<file path="src/rtl/ijvm_mem_pkg.sv">
// Shared types and default widths for the processor's memory arbiter.
// Used by the arbiter top and by its testbench.
package ijvm_mem_pkg;

   typedef enum logic [1:0] {IDLE, BUSY_W, BUSY_B} state_e;
   typedef enum logic [1:0] {OP_READ, OP_WRITE, OP_FETCH} op_e;
   typedef enum logic {PORT_WORD, PORT_BYTE} port_e;

   localparam int DEF_DATA_W         = 32;
   localparam int DEF_ADDR_W         = 32;
   localparam int DEF_TIMEOUT_CYCLES = 16;

endpackage

</file>
<file path="src/rtl/mem_timeout_counter.sv">
// Counts cycles of an outstanding memory request.
// expired flags the last allowed cycle; it is tied low when TIMEOUT_CYCLES is 0.
module mem_timeout_counter #(
   parameter int TIMEOUT_CYCLES = 16
) (
   input  logic clk,
   input  logic reset,
   input  logic run,
   input  logic clear,
   output logic expired
);

   generate
      if (TIMEOUT_CYCLES == 0) begin : g_off
         logic unused_inputs;
         assign unused_inputs = clk ^ reset ^ run ^ clear;
         assign expired       = 1'b0;
      end else begin : g_on
         localparam int CW = (TIMEOUT_CYCLES > 2) ? $clog2(TIMEOUT_CYCLES) : 1;
         localparam logic [CW-1:0] LAST = CW'(TIMEOUT_CYCLES - 1);

         logic [CW-1:0] cnt_q, cnt_d;

         always_comb begin
            cnt_d = cnt_q;
            if (clear) begin
               cnt_d = '0;
            end else if (run) begin
               cnt_d = cnt_q + CW'(1);
            end
         end

         always_ff @(posedge clk or negedge reset) begin
            if (!reset) begin
               cnt_q <= '0;
            end else begin
               cnt_q <= cnt_d;
            end
         end

         assign expired = run && (cnt_q == LAST);
      end
   endgenerate

endmodule

</file>
<file path="src/rtl/mem_arbiter.sv">
// Arbitrates word read/write and byte fetch micro-operations onto one
// single-port memory, one pending request per port, round-robin on contention.
module mem_arbiter
   import ijvm_mem_pkg::*;
#(
   parameter int DATA_W         = DEF_DATA_W,
   parameter int ADDR_W         = DEF_ADDR_W,
   parameter int TIMEOUT_CYCLES = DEF_TIMEOUT_CYCLES
) (
   input  logic              clk,
   input  logic              reset,
   input  logic              read,
   input  logic              write,
   input  logic              fetch,
   input  logic [ADDR_W-1:0] word_address,
   input  logic [DATA_W-1:0] word_wdata,
   input  logic [ADDR_W-1:0] byte_address,
   output logic [DATA_W-1:0] word_rdata,
   output logic              word_rvalid,
   output logic [7:0]        byte_rdata,
   output logic              byte_rvalid,
   output logic              stall_word,
   output logic              stall_byte,
   output logic              err,
   output logic              mem_req,
   output logic              mem_we,
   output logic [ADDR_W-1:0] mem_addr,
   output logic [DATA_W-1:0] mem_wdata,
   input  logic              mem_ack,
   input  logic [DATA_W-1:0] mem_rdata,
   output state_e            dbg_state
);

   state_e              state_q, state_d;
   port_e               rr_q, rr_d;
   logic                contended_q, contended_d;
   logic                wvalid_q, wvalid_d;
   op_e                 wop_q, wop_d;
   logic [ADDR_W-3:0]   waddr_q, waddr_d;
   logic [DATA_W-1:0]   wdata_q, wdata_d;
   logic                bvalid_q, bvalid_d;
   logic [ADDR_W-1:0]   baddr_q, baddr_d;
   logic [DATA_W-1:0]   word_rdata_q, word_rdata_d;
   logic                word_rvalid_q, word_rvalid_d;
   logic [7:0]          byte_rdata_q, byte_rdata_d;
   logic                byte_rvalid_q, byte_rvalid_d;
   logic                err_q, err_d;
   logic                mem_req_q, mem_req_d;
   logic                mem_we_q, mem_we_d;
   logic [ADDR_W-1:0]   mem_addr_q, mem_addr_d;
   logic [DATA_W-1:0]   mem_wdata_q, mem_wdata_d;

   logic                busy, finish, timed_out, expired;
   logic                word_done, byte_done;
   logic [7:0]          lane_byte;
   logic                unused_word_addr;

   assign unused_word_addr = ^word_address[ADDR_W-1:ADDR_W-2];

   // mem_req/mem_ack: mem_req rises with we/addr/wdata loaded and holds them
   // stable until the cycle mem_ack is seen high (or the timeout fires);
   // mem_ack sampled while mem_req is low has no effect.
   assign busy      = (state_q != IDLE);
   assign finish    = busy && (mem_ack || expired);
   assign timed_out = finish && !mem_ack;
   assign word_done = finish && (state_q == BUSY_W);
   assign byte_done = finish && (state_q == BUSY_B);

   mem_timeout_counter #(
      .TIMEOUT_CYCLES(TIMEOUT_CYCLES)
   ) u_timeout (
      .clk    (clk),
      .reset  (reset),
      .run    (busy),
      .clear  (finish),
      .expired(expired)
   );

   // Big-endian lane: byte offset 0 is the most significant byte of the word.
   always_comb begin
      case (baddr_q[1:0])
         2'd0:    lane_byte = mem_rdata[DATA_W-1  -: 8];
         2'd1:    lane_byte = mem_rdata[DATA_W-9  -: 8];
         2'd2:    lane_byte = mem_rdata[DATA_W-17 -: 8];
         default: lane_byte = mem_rdata[DATA_W-25 -: 8];
      endcase
   end

   always_comb begin
      state_d       = state_q;
      rr_d          = rr_q;
      contended_d   = contended_q;
      wvalid_d      = wvalid_q;
      wop_d         = wop_q;
      waddr_d       = waddr_q;
      wdata_d       = wdata_q;
      bvalid_d      = bvalid_q;
      baddr_d       = baddr_q;
      word_rdata_d  = word_rdata_q;
      word_rvalid_d = 1'b0;
      byte_rdata_d  = byte_rdata_q;
      byte_rvalid_d = 1'b0;
      err_d         = err_q;
      mem_req_d     = mem_req_q;
      mem_we_d      = mem_we_q;
      mem_addr_d    = mem_addr_q;
      mem_wdata_d   = mem_wdata_q;

      case (state_q)
         IDLE: begin
            if (wvalid_q && (!bvalid_q || rr_q == PORT_WORD)) begin
               state_d     = BUSY_W;
               mem_req_d   = 1'b1;
               mem_we_d    = (wop_q == OP_WRITE);
               mem_addr_d  = {waddr_q, 2'b00};
               mem_wdata_d = wdata_q;
               contended_d = bvalid_q;
            end else if (bvalid_q) begin
               state_d     = BUSY_B;
               mem_req_d   = 1'b1;
               mem_we_d    = 1'b0;
               mem_addr_d  = {baddr_q[ADDR_W-1:2], 2'b00};
               contended_d = wvalid_q;
            end
         end
         BUSY_W: begin
            if (finish) begin
               state_d   = IDLE;
               mem_req_d = 1'b0;
               wvalid_d  = 1'b0;
               if (wop_q == OP_READ) begin
                  word_rvalid_d = 1'b1;
                  word_rdata_d  = timed_out ? '0 : mem_rdata;
               end
               if (contended_q) rr_d = PORT_BYTE;
            end
         end
         BUSY_B: begin
            if (finish) begin
               state_d       = IDLE;
               mem_req_d     = 1'b0;
               bvalid_d      = 1'b0;
               byte_rvalid_d = 1'b1;
               byte_rdata_d  = timed_out ? 8'h00 : lane_byte;
               if (contended_q) rr_d = PORT_WORD;
            end
         end
         default: state_d = IDLE;
      endcase

      if (timed_out) err_d = 1'b1;

      // A slot freed on this edge can take a new request on the same edge.
      if (read && write) err_d = 1'b1;
      if (read || write) begin
         if (!wvalid_q || word_done) begin
            wvalid_d = 1'b1;
            wop_d    = write ? OP_WRITE : OP_READ;
            waddr_d  = word_address[ADDR_W-3:0];
            wdata_d  = word_wdata;
         end else begin
            err_d = 1'b1;
         end
      end
      if (fetch) begin
         if (!bvalid_q || byte_done) begin
            bvalid_d = 1'b1;
            baddr_d  = byte_address;
         end else begin
            err_d = 1'b1;
         end
      end
   end

   always_ff @(posedge clk or negedge reset) begin
      if (!reset) begin
         state_q       <= IDLE;
         rr_q          <= PORT_WORD;
         contended_q   <= 1'b0;
         wvalid_q      <= 1'b0;
         wop_q         <= OP_READ;
         waddr_q       <= '0;
         wdata_q       <= '0;
         bvalid_q      <= 1'b0;
         baddr_q       <= '0;
         word_rdata_q  <= '0;
         word_rvalid_q <= 1'b0;
         byte_rdata_q  <= '0;
         byte_rvalid_q <= 1'b0;
         err_q         <= 1'b0;
         mem_req_q     <= 1'b0;
         mem_we_q      <= 1'b0;
         mem_addr_q    <= '0;
         mem_wdata_q   <= '0;
      end else begin
         state_q       <= state_d;
         rr_q          <= rr_d;
         contended_q   <= contended_d;
         wvalid_q      <= wvalid_d;
         wop_q         <= wop_d;
         waddr_q       <= waddr_d;
         wdata_q       <= wdata_d;
         bvalid_q      <= bvalid_d;
         baddr_q       <= baddr_d;
         word_rdata_q  <= word_rdata_d;
         word_rvalid_q <= word_rvalid_d;
         byte_rdata_q  <= byte_rdata_d;
         byte_rvalid_q <= byte_rvalid_d;
         err_q         <= err_d;
         mem_req_q     <= mem_req_d;
         mem_we_q      <= mem_we_d;
         mem_addr_q    <= mem_addr_d;
         mem_wdata_q   <= mem_wdata_d;
      end
   end

   assign word_rdata  = word_rdata_q;
   assign word_rvalid = word_rvalid_q;
   assign byte_rdata  = byte_rdata_q;
   assign byte_rvalid = byte_rvalid_q;
   assign stall_word  = wvalid_q;
   assign stall_byte  = bvalid_q;
   assign err         = err_q;
   assign mem_req     = mem_req_q;
   assign mem_we      = mem_we_q;
   assign mem_addr    = mem_addr_q;
   assign mem_wdata   = mem_wdata_q;
   assign dbg_state   = state_q;

endmodule

</file>
<file path="config.mk">
export PLATFORM = sky130hd
export DESIGN_NAME = mem_arbiter
export DESIGN_NICKNAME = d
export VERILOG_FILES = /design/src/rtl/ijvm_mem_pkg.sv /design/src/rtl/mem_timeout_counter.sv /design/src/rtl/mem_arbiter.sv
export SDC_FILE = /design/constraint.sdc
export NUM_CORES = 1
export LEC_CHECK = 0
export CAP_MARGIN = 20
export CORE_MARGIN = 4
export CORE_UTILIZATION = 48
export DETAILED_ROUTE_END_ITERATION = 6
export PLACE_DENSITY = 0.88
export SLEW_MARGIN = 20
export SYNTH_ARGS = -nofsm -noshare
export SYNTH_HDL_FRONTEND = slang
export SYNTH_SLANG_ARGS = --single-unit
</file>
<file path="constraint.sdc">
create_clock -name clk -period 2.45 [get_ports clk]
set_clock_uncertainty 0.15 [all_clocks]
set_input_delay 0.6125 -clock clk [delete_from_list [all_inputs] [get_ports clk]]
set_output_delay 0.6125 -clock clk [all_outputs]
set_load 0.01 [all_outputs]
</file>
==> results.txt <==
Status: completed
CORE AREA: 18100 um^2
Hold EP: mem_addr[11]
Full die area: 20900 um^2
Pre-antenna DRT Iters: 4
Routed metal-1 wire length: 9.51 mm
Routed wire length per instance: 19.8 um
Min Tclk post-route: 2390 ps
Req. time, crit path: 1690 ps
Most frequent cell after synthesis: dfrtp_1
IO buf count: 242
Sink Count: 212
CP cell instances: clkdlybuf4s50_1
Total grt overflow: 0
Vias post-DR: 6232
Largest net degree at the start of global routing: 55
R2R depth: 7
Hold Startpoint: mem_addr[11]
Cell family with most CP delay: buffers and inverters
Syn Area/Cell: 13.3 um^2
Area Overhead vs Synth: 40.5%
Dpl cells: 1133
ANT nets after route: 0
H-tree levels: 1
GR Util All Layers: 0.216
CP max-delay cell: clkdlybuf4s50_1
Cell taking the most area after synthesis: dfrtp_1
CTS tree: built
Starting density of the core: 0.494
Nets: 1068
Sequential area share after synthesis: 0.591
Yosys reg bits: 212
Die boundary width: 145 um
Most instantiated cells after synthesis: dfrtp_1, mux2_2, o21ai_0
CTS Buf Count: 23
Worst r2r src: dbg_state[1]
RR Endpoint: word_rdata[23]
# rows: 49
Ratio of cells with drive above 1 in the final layout: 0.217
Slew Limit Fails: 0
IO Pins: 247
Crit Path Max Fanout: 11
WL met3: 1.05 mm
CP peak stage delay: 600 ps
Slew @ Worst Pin: 777 ps
Initial antenna violation count: 1
Clk_lat worst skew: 500 ps
Fmax: 418 MHz
Max cap viols: 0
Post-synth EDFFs: 0
Multi-input logic area: 3240 um^2
Hold Path Cell Cnt: 2
Max_slew headroom: 0.480
CTS Root Cell: clkbuf_16
Reg area: 5310 um^2
Mapped Area: 8970 um^2
Post-Layout Cell Count: 1174
Initial DRC Count: 261
Critical Path AT: 1630 ps
CTS Buffer Depth: 3
Final Wtd Congestion: 0.870
Unrepaired setup endpoints after global routing: no
Ranking of synthesized cells by area: dfrtp_1, mux2_2, mux2i_1, o21ai_0, inv_1
Predominant post-synthesis flop cell: dfrtp_1
Worst hold slack: 328 ps
Overall routed net length: 23.2 mm
First-pass GRT wire length: 35.5 mm
LEAKAGE: 5.44 nW
Setup TNS: 0 ps
DP Wirelength: 16.7 mm
Die height: 145 um
Clk pin slew, worst setup/hold paths: 60 ps
HP Class: flop to flop
Top routing layer in use: met4
Post-Synthesis Cells: 673
Vias in the first global route: 6605
Worst Setup End Kind: output port
Vias/cell: 5.31
# DRC: 0
Ys Warns: 0
Worst setup path class: flop to output port
Post-CTS setup buffer count: 0
CP bufs+invs: 1
Post-synth top area share: 0.591
WL met2: 11.7 mm
Pwr Density: 1270 nW/um^2
Fillers: 1243
R2r setup slk: 170 ps
Number of distinct library cells after synthesis: 41
Hold Vio Cnt, Final: 0
Period utilization: 0.976
Final Setup Violations: 0
Share of flip-flops with an asynchronous set or reset: 1.00
Worst vdd ir: 0.000681 V
Critical Path Start Type: flop
==> what timing repair did <==
| action | CTS | global route |
|---|---|---|
| endpoints found under the setup margin | 2 | 0 |
| gates resized for setup | 2 | 0 |
| hold endpoints to repair | 50 | 0 |
| hold buffers | 1 | 0 |
==> report_power, final <==
part           internal, mW  switching, mW  total (mW)
Combinational          3.66           2.72        6.38
Sequential             5.23           1.00        6.23
Clock                  2.03           1.33        3.36
Total                  10.9           5.05        16.0
==> area by class of cell <==
type,count,area share
inverters,50,0.0149
clock inverters,4,0.00387
well taps,229,0.0227
diodes,2,0.000397
multi-input cells,368,0.257
flip-flops and latches,212,0.421
clock buffers,34,0.0545
repair buffers,275,0.225
==> logic make-up after synthesis <==
family,after synthesis,share of synthesized area
DFF,212,0.591
muxes,196,0.247
AOI/OAI and AO/OA,98,0.0658
buffers and inverters,94,0.0502
and+or+nand+nor,67,0.0381
adders and majority gates,4,0.00558
other,1,0.000418
xor gates and xnor gates,1,0.000977
==> through the flow <==
step	util	cell area [um^2]	power, mW	setup slack (ps)
6_report	0.695	12600	16.0	59.4
4_1_cts	0.694	12600	16.1	44.1
5_1_grt	0.694	12600	16.8	4.75
3_3_place_gp	0.653	11900	12.3	-120
3_5_place_dp	0.653	11900	12.7	-158
2_1_floorplan	-	8970	9.51	166
==> layer usage <==
| layer | global-route usage | up-vias |
|---|---|---|
| met5 | 0 | - |
| met4 | 0.0844 | 0 |
| met3 | 0.0325 | 54 |
| met2 | 0.368 | 174 |
| met1 | 0.281 | 3140 |
| li1 | - | 2864 |
==> layout by cell type, fill, tap and decap left out, types with 2 or more instances in the layout <==
cell             count
o21ai_0             77
ha_1                 4
buf_12              13
mux4_2               8
nand2_1             40
dfrtp_2              2
mux2_2             118
clkinv_2             2
or2_2                2
dfrtp_1            210
o2111ai_1            2
o21ai_1              4
o311ai_0             2
clkbuf_1             4
buf_4               19
clkbuf_16           23
mux2_1               8
conb_1               2
clkbuf_8             8
clkdlybuf4s50_1    241
mux2i_1             62
nand4b_1            10
a32oi_1              2
diode_2              2
nand3_1              3
nor2_1               5
inv_1               50
==> registers in the layout, summed over array words and instances (netlist names), 2 cells and up <==
signal	cells
baddr_q	32
u_timeout.g_on.cnt_q	4
mem_wdata	32
dbg_state	2
wdata_q	32
mem_addr	30
word_rdata	32
waddr_q	30
byte_rdata	8
==> worst max path at each step <==
stage | slack (ps) | from | to | cells past startpoint
after floorplan | 170 | dbg_state[0] | wdata_q[13] | 7
after global placement | -120 | mem_ack | waddr_q[2] | 6
after detailed placement | -160 | mem_ack | wdata_q[25] | 6
after CTS | 40 | stall_byte | stall_byte | 1
after global routing | 5 | stall_byte | stall_byte | 1
final | 60 | stall_byte | stall_byte | 1
(Power assumes the default switching activity.)
